### config.mk
export PLATFORM = sky130hd
export DESIGN_NAME = wm_cycle_sched_flat
export DESIGN_NICKNAME = d
export VERILOG_FILES = /design/src/rtl/wm_cycle_sched_if.sv /design/src/rtl/wm_cycle_sched.sv /design/src/flat_wrapper.sv
export SDC_FILE = /design/constraint.sdc
export NUM_CORES = 1
export LEC_CHECK = 0
export ABC_AREA = 1
export BUFFER_PORTS_ARGS = -buffer_cell sky130_fd_sc_hd__buf_2
export CAP_MARGIN = 15
export CORE_MARGIN = 2
export CORE_UTILIZATION = 54
export CTS_BUF_LIST = sky130_fd_sc_hd__clkbuf_4 sky130_fd_sc_hd__clkbuf_8 sky130_fd_sc_hd__clkbuf_16
export DETAILED_ROUTE_END_ITERATION = 8
export PLACE_DENSITY = 0.78
export SYNTH_ARGS = -nofsm -noshare
export SYNTH_HDL_FRONTEND = slang
export SYNTH_SLANG_ARGS = --single-unit
### constraint.sdc
create_clock -name clk -period 2.4 [get_ports clk]
set_input_delay 0.24 -clock clk [delete_from_list [all_inputs] [get_ports clk]]
set_output_delay 0.24 -clock clk [all_outputs]
set_load 0.02 [all_outputs]
### src/rtl/wm_cycle_sched_if.sv
// Command, duration, subtractor and status signals of the washing-machine phase scheduler.
// The master side is the program controller and the subtractor; the slave side is the scheduler.
interface wm_cycle_sched_if;
  logic        tick_1hz;
  logic        start;
  logic        pause;
  logic        abort;
  logic [11:0] wash_t;
  logic [11:0] rinse_t;
  logic [11:0] spin_t;
  logic [11:0] sub_a;
  logic [11:0] sub_b;
  logic [11:0] sub_diff;
  logic [1:0]  phase;
  logic [11:0] remain;
  logic        running;
  logic        paused;
  logic        done;
  logic        err;

  modport master (
    output tick_1hz, start, pause, abort, wash_t, rinse_t, spin_t, sub_diff,
    input  sub_a, sub_b, phase, remain, running, paused, done, err
  );

  modport slave (
    input  tick_1hz, start, pause, abort, wash_t, rinse_t, spin_t, sub_diff,
    output sub_a, sub_b, phase, remain, running, paused, done, err
  );
endinterface

### src/rtl/wm_cycle_sched.sv
// Wash/rinse/spin phase sequencer with a 3-digit BCD countdown.
// The countdown decrements through an external combinational BCD subtractor.
module wm_cycle_sched #(
  parameter logic [11:0] MAX_BCD = 12'h255
) (
  input  logic             clk,
  input  logic             rst_n,
  wm_cycle_sched_if.slave  bus
);

  typedef enum logic [1:0] {IDLE, RUN, PAUSE, ADV} state_t;

  state_t      state, state_nxt;
  logic [1:0]  phase, phase_nxt;
  logic [11:0] remain, remain_nxt;
  logic        done, done_nxt;
  logic        err, err_nxt;
  logic        load_shadow;
  logic [11:0] sh_wash, sh_rinse, sh_spin;
  logic [11:0] cap_wash, cap_rinse, cap_spin;
  logic        cap_ok;
  logic [1:0]  entry_phase, adv_phase;

  function automatic logic digits_ok(input logic [11:0] v);
    return (v[11:8] <= 4'd9) && (v[7:4] <= 4'd9) && (v[3:0] <= 4'd9);
  endfunction

  // With all digits legal, packed BCD orders the same as its numeric value.
  function automatic logic [11:0] sat_bcd(input logic [11:0] v);
    return (v > MAX_BCD) ? MAX_BCD : v;
  endfunction

  function automatic logic [1:0] next_phase(input logic [1:0] cur,
                                            input logic [11:0] w,
                                            input logic [11:0] r,
                                            input logic [11:0] s);
    if (cur == 2'd0 && w != 12'h000) return 2'd1;
    if (cur <= 2'd1 && r != 12'h000) return 2'd2;
    if (cur <= 2'd2 && s != 12'h000) return 2'd3;
    return 2'd0;
  endfunction

  function automatic logic [11:0] phase_dur(input logic [1:0] p,
                                            input logic [11:0] w,
                                            input logic [11:0] r,
                                            input logic [11:0] s);
    case (p)
      2'd1:    return w;
      2'd2:    return r;
      2'd3:    return s;
      default: return 12'h000;
    endcase
  endfunction

  assign cap_ok      = digits_ok(bus.wash_t) && digits_ok(bus.rinse_t) && digits_ok(bus.spin_t);
  assign cap_wash    = sat_bcd(bus.wash_t);
  assign cap_rinse   = sat_bcd(bus.rinse_t);
  assign cap_spin    = sat_bcd(bus.spin_t);
  assign entry_phase = next_phase(2'd0, cap_wash, cap_rinse, cap_spin);
  assign adv_phase   = next_phase(phase, sh_wash, sh_rinse, sh_spin);

  assign bus.sub_a   = remain;
  assign bus.sub_b   = 12'h001;
  assign bus.phase   = phase;
  assign bus.remain  = remain;
  assign bus.running = (state == RUN);
  assign bus.paused  = (state == PAUSE);
  assign bus.done    = done;
  assign bus.err     = err;

  always_ff @(posedge clk or negedge rst_n) begin
    if (!rst_n) state <= IDLE;
    else        state <= state_nxt;
  end

  always_comb begin
    state_nxt   = state;
    phase_nxt   = phase;
    remain_nxt  = remain;
    done_nxt    = 1'b0;
    err_nxt     = 1'b0;
    load_shadow = 1'b0;
    if (bus.abort) begin
      state_nxt  = IDLE;
      phase_nxt  = 2'd0;
      remain_nxt = 12'h000;
    end else begin
      case (state)
        IDLE: begin
          if (bus.start) begin
            if (!cap_ok) begin
              err_nxt = 1'b1;
            end else begin
              load_shadow = 1'b1;
              if (entry_phase == 2'd0) begin
                done_nxt = 1'b1;
              end else begin
                state_nxt  = RUN;
                phase_nxt  = entry_phase;
                remain_nxt = phase_dur(entry_phase, cap_wash, cap_rinse, cap_spin);
              end
            end
          end
        end
        RUN: begin
          // Borrow from the subtractor is never latched: 000 hands over instead.
          if (bus.pause)                 state_nxt  = PAUSE;
          else if (remain == 12'h000)    state_nxt  = ADV;
          else if (bus.tick_1hz)         remain_nxt = bus.sub_diff;
        end
        PAUSE: begin
          if (bus.pause) state_nxt = RUN;
        end
        ADV: begin
          if (adv_phase == 2'd0) begin
            state_nxt  = IDLE;
            phase_nxt  = 2'd0;
            remain_nxt = 12'h000;
            done_nxt   = 1'b1;
          end else begin
            state_nxt  = RUN;
            phase_nxt  = adv_phase;
            remain_nxt = phase_dur(adv_phase, sh_wash, sh_rinse, sh_spin);
          end
        end
        default: state_nxt = IDLE;
      endcase
    end
  end

  always_ff @(posedge clk or negedge rst_n) begin
    if (!rst_n) begin
      phase    <= 2'd0;
      remain   <= 12'h000;
      done     <= 1'b0;
      err      <= 1'b0;
      sh_wash  <= 12'h000;
      sh_rinse <= 12'h000;
      sh_spin  <= 12'h000;
    end else begin
      phase  <= phase_nxt;
      remain <= remain_nxt;
      done   <= done_nxt;
      err    <= err_nxt;
      if (load_shadow) begin
        sh_wash  <= cap_wash;
        sh_rinse <= cap_rinse;
        sh_spin  <= cap_spin;
      end
    end
  end

endmodule

### src/flat_wrapper.sv
// flat-port wrapper written by rule: the top's interface ports become plain ports
module wm_cycle_sched_flat 
#(
  parameter logic [11:0] MAX_BCD = 12'h255
)
  (clk, rst_n, bus_tick_1hz, bus_start, bus_pause, bus_abort, bus_wash_t, bus_rinse_t, bus_spin_t, bus_sub_diff, bus_sub_a, bus_sub_b, bus_phase, bus_remain, bus_running, bus_paused, bus_done, bus_err);
  wm_cycle_sched_if bus_i ();
  input  logic clk;
  input  logic rst_n;
  input wire logic [$bits(bus_i.tick_1hz)-1:0] bus_tick_1hz;
  input wire logic [$bits(bus_i.start)-1:0] bus_start;
  input wire logic [$bits(bus_i.pause)-1:0] bus_pause;
  input wire logic [$bits(bus_i.abort)-1:0] bus_abort;
  input wire logic [$bits(bus_i.wash_t)-1:0] bus_wash_t;
  input wire logic [$bits(bus_i.rinse_t)-1:0] bus_rinse_t;
  input wire logic [$bits(bus_i.spin_t)-1:0] bus_spin_t;
  input wire logic [$bits(bus_i.sub_diff)-1:0] bus_sub_diff;
  output wire logic [$bits(bus_i.sub_a)-1:0] bus_sub_a;
  output wire logic [$bits(bus_i.sub_b)-1:0] bus_sub_b;
  output wire logic [$bits(bus_i.phase)-1:0] bus_phase;
  output wire logic [$bits(bus_i.remain)-1:0] bus_remain;
  output wire logic [$bits(bus_i.running)-1:0] bus_running;
  output wire logic [$bits(bus_i.paused)-1:0] bus_paused;
  output wire logic [$bits(bus_i.done)-1:0] bus_done;
  output wire logic [$bits(bus_i.err)-1:0] bus_err;
  assign bus_i.tick_1hz = bus_tick_1hz;
  assign bus_i.start = bus_start;
  assign bus_i.pause = bus_pause;
  assign bus_i.abort = bus_abort;
  assign bus_i.wash_t = bus_wash_t;
  assign bus_i.rinse_t = bus_rinse_t;
  assign bus_i.spin_t = bus_spin_t;
  assign bus_i.sub_diff = bus_sub_diff;
  assign bus_sub_a = bus_i.sub_a;
  assign bus_sub_b = bus_i.sub_b;
  assign bus_phase = bus_i.phase;
  assign bus_remain = bus_i.remain;
  assign bus_running = bus_i.running;
  assign bus_paused = bus_i.paused;
  assign bus_done = bus_i.done;
  assign bus_err = bus_i.err;
  wm_cycle_sched #(.MAX_BCD(MAX_BCD)) u_core (.clk(clk), .rst_n(rst_n), .bus(bus_i));
endmodule
==> impl_metrics.csv <==
group,metric,value,unit
pwr,p_sw_frac,0.475,
synth,yosys-top-cells-area,"dfrtp_1, nand2_1, nand3_1, inv_1, buf_4",
cts,clock_latency,0.31,ns
pwr,switching_power,1.80,mW
synth,synth_ff_type,"dfrtp_1",
placed_design,gp_congestion,0.891,
timing,worst_slack,0.252,ns
drt,num_vias,4020,
cells_and_area,antennaDiodeCount,0,
timing,max_freq,466,MHz
setup_path,end_kind,"flop",
global_routing,antenna_found_initial,0,
timing,skew,0.00805,ns
setup_path,worstPathArrival,2.40,ns
global_routing,grt_use_total,0.296,
drt,viasPerCell,5.46,
setup_path,cp_slowest_cell,"a21boi_2",
floorplanning,io_pins,96,
floorplanning,die_y,89.4,um
pwr,power_frac_clock,0.162,
synth,yosys_warnings,0,
timing,slew_headroom,0.545,
drt,drt_iter0_markers,305,
cts,h-tree-depth,2,
floorplanning,start_util,0.551,
setup_path,cp_common_cell,"inv_1",
synth,synth-edff-count,0,
timing,slew_violations,0,
cells_and_area,nets,694,
run_status,outcome,"finished, final reports clean",
setup_path,setup.worst_path.start_class,"flop",
cts,cts_tree,"yes",
drt,wl_met2,5.30,mm
synth,synthArstFlopShare,1.00,
cells_and_area,layout-drive-gt1-share,0.212,
floorplanning,die_x,89.4,um
drt,drc,0,
timing,period_share,0.895,
pwr,combPwrFrac,0.518,
placed_design,dp_slack,0.203,ns
setup_path,worst_path_largest_cell_delay,0.49,ns
placed_design,placed_cell_area,0.00430,sq mm
cells_and_area,final_util,0.619,
cells_and_area,num-fill-cells,716,
global_routing,grt_pass1_vias,3565,
drt,wl_met3,733,um
floorplanning,rows,31,
synth,yosys-top-cells-count,"nand2_1, nand3_1, inv_1, dfrtp_1, nor2_1",
pwr,power.share.sequential,0.321,
pwr,leakagePower,2.37,nW
timing,tns,0,ns
synth,synth_top_area_cell,"dfrtp_1",
synth,ys_types,37,
global_routing,grt_max_degree,58,
global_routing,overflow,0,
drt,dr.max_layer_used,"met4",
setup_path,critPathMaxFanout,11,
synth,yosysSeqAreaShare,0.343,
floorplanning,core_area,0.00714,sq mm
timing,period_minus_slack,2.15,ns
timing,setup_viol,0,
cts,clkTransAtPathRegs,0.10,ns
cts,cts_buffer_depth,2,
drt,drt_pass1_iterations,7,
drt,avgRoutedWirePerCell,15.6,um
synth,synth_top_area_share,0.343,
cts,clockRootBuffer,"clkbuf_8",
cells_and_area,final_area,0.00442,sq mm
synth,syn-cell-area,0.00394,sq mm
pwr,p_int,1.98,mW
timing,hold_viol_final,0,
global_routing,grt_pass1_wl,17.8,mm
cells_and_area,area_growth,12.3,%
pwr,ir_worst_vdd,0.000375,V
cts,postCtsSetupBuffers,0,
drt,met1_length,5.17,mm
pwr,power_density,855,mW/mm^2
placed_design,dpl.hpwl,9.15,mm
timing,grt_setup_unrepaired,"no",
cts,cts_buffers,5,
synth,avgSynthCellArea,6.88,sq um
cts,numClockSinks,54,
setup_path,worstPathRequired,2.65,ns
drt,postRouteAntennaNets,0,
synth,netlist_instances,572,
placed_design,numPortBuffers,83,
setup_path,path_class,"flop to flop",
drt,drt-total-wl,11.5,mm
floorplanning,dieArea,0.00799,sq mm
synth,yosysMostFrequentCell,"nand2_1",
worst_hold_path,hold_class,"input pin to flop",
setup_path,crit_chain,"inv_1 -> ha_1 -> nor2_2 -> inv_1 -> nor3_1 -> a21oi_1 -> a21boi_2 -> nand3_1 -> nand2_1",
flow_run,cap_violations,0,
timing,holdWs,0.223,ns
synth,ys_ff_latch,54,
timing,worst_slew_pin_slew,0.683,ns
-- cells by family (layout without fill, tap and decap cells) --
| kind of cell | count (synthesis) | in the layout | synth area share |
|---|---|---|---|
| DFF | 54 | 54 | 0.343 |
| AOI/OAI and AO/OA | 79 | 79 | 0.113 |
| muxes | 9 | 9 | 0.0258 |
| other | 2 | 12 | 0.00191 |
| adders and majority gates | 4 | 4 | 0.0127 |
| and+or+nand+nor | 315 | 315 | 0.369 |
| buffers and inverters | 109 | 164 | 0.134 |
-- critical path: cells and delay by family (launching register included) --
kind / cells / cell delay [ns]
buffers and inverters: 2 / 0.28
DFF: 1 / 0.43
adders and majority gates: 1 / 0.26
AOI/OAI and AO/OA: 2 / 0.77
and+or+nand+nor: 4 / 0.36
-- registers in the layout, summed over array words and instances, names as in the netlist --
name	flops
u_core.sh_wash	12
u_core.sh_rinse	12
u_core.bus.done	1
u_core.sh_spin	12
u_core.bus.err	1
u_core.state	2
u_core.bus.remain	12
u_core.bus.phase	2
-- placed cells by master, fill, tap and decap left out, drive strengths merged --
| cell | count |
|---|---|
| a21boi | 3 |
| a21oi | 36 |
| and3 | 1 |
| buf | 94 |
| bufinv | 1 |
| clkbuf | 5 |
| clkinv | 3 |
| conb | 12 |
| dfrtp | 54 |
| dlygate4sd3 | 1 |
| ha | 4 |
| inv | 60 |
| mux2 | 9 |
| nand2 | 147 |
| nand3 | 72 |
| nand3b | 1 |
| nand4 | 17 |
| nor2 | 58 |
| nor3 | 8 |
| nor3b | 2 |
| nor4 | 5 |
| o21ai | 26 |
| o31ai | 14 |
| or2 | 4 |
-- metal layers --
layer  global-route usage  vias to the layer above
met5                    0                        -
met4               0.0991                        0
met3               0.0416                       20
met2                0.489                      184
met1                0.401                     1846
li1                     -                     1970
-- stage by stage --
step           total power, mW  std cells
6_report                  3.78        736
2_1_floorplan             2.66        582
3_3_place_gp              3.14        727
5_1_grt                   4.06        736
3_5_place_dp              3.16        727
4_1_cts                   3.77        736
-- path summary, 6_finish.rpt --
kind	start	endpoint	slack, ns	cells past startpoint
setup reg to reg	u_core.state[1]	u_core.bus.remain[0]	0.25	9
hold reg to reg	u_core.sh_wash[0]	u_core.sh_wash[0]	0.52	2
max in group asynchronous	rst_n	u_core.sh_rinse[9]	1.14	3
min in group asynchronous	rst_n	u_core.bus.remain[7]	0.49	2
hold / removal	bus_start	u_core.bus.err	0.22	3
setup / recovery	u_core.state[1]	u_core.bus.remain[0]	0.25	9
-- power groups by stage --
stage	logic [mW]	registers, mW	clock network [mW]
3_3_place_gp	1.92	1.22	0
6_report	1.96	1.21	0.612
2_1_floorplan	1.36	1.29	0
4_1_cts	1.94	1.21	0.618
5_1_grt	2.17	1.24	0.654
3_5_place_dp	1.93	1.23	0
-- cell type report --
type / instances / area, sq um / area share
multi-input cells: 419 / 2100 / 0.475
repair buffers: 95 / 508 / 0.115
well taps: 99 / 124 / 0.0280
flip-flops and latches: 54 / 1350 / 0.306
clock buffers: 5 / 68.8 / 0.0156
clock inverters: 3 / 40.0 / 0.00906
inverters: 61 / 229 / 0.0518
-- timing repair --
item | 4_1_cts | 5_1_grt
resized for setup | 0 | 0
endpoints found under the hold margin | 6 | 0
hold buffers | 1 | 0
Power figures use the tool's default switching activity.
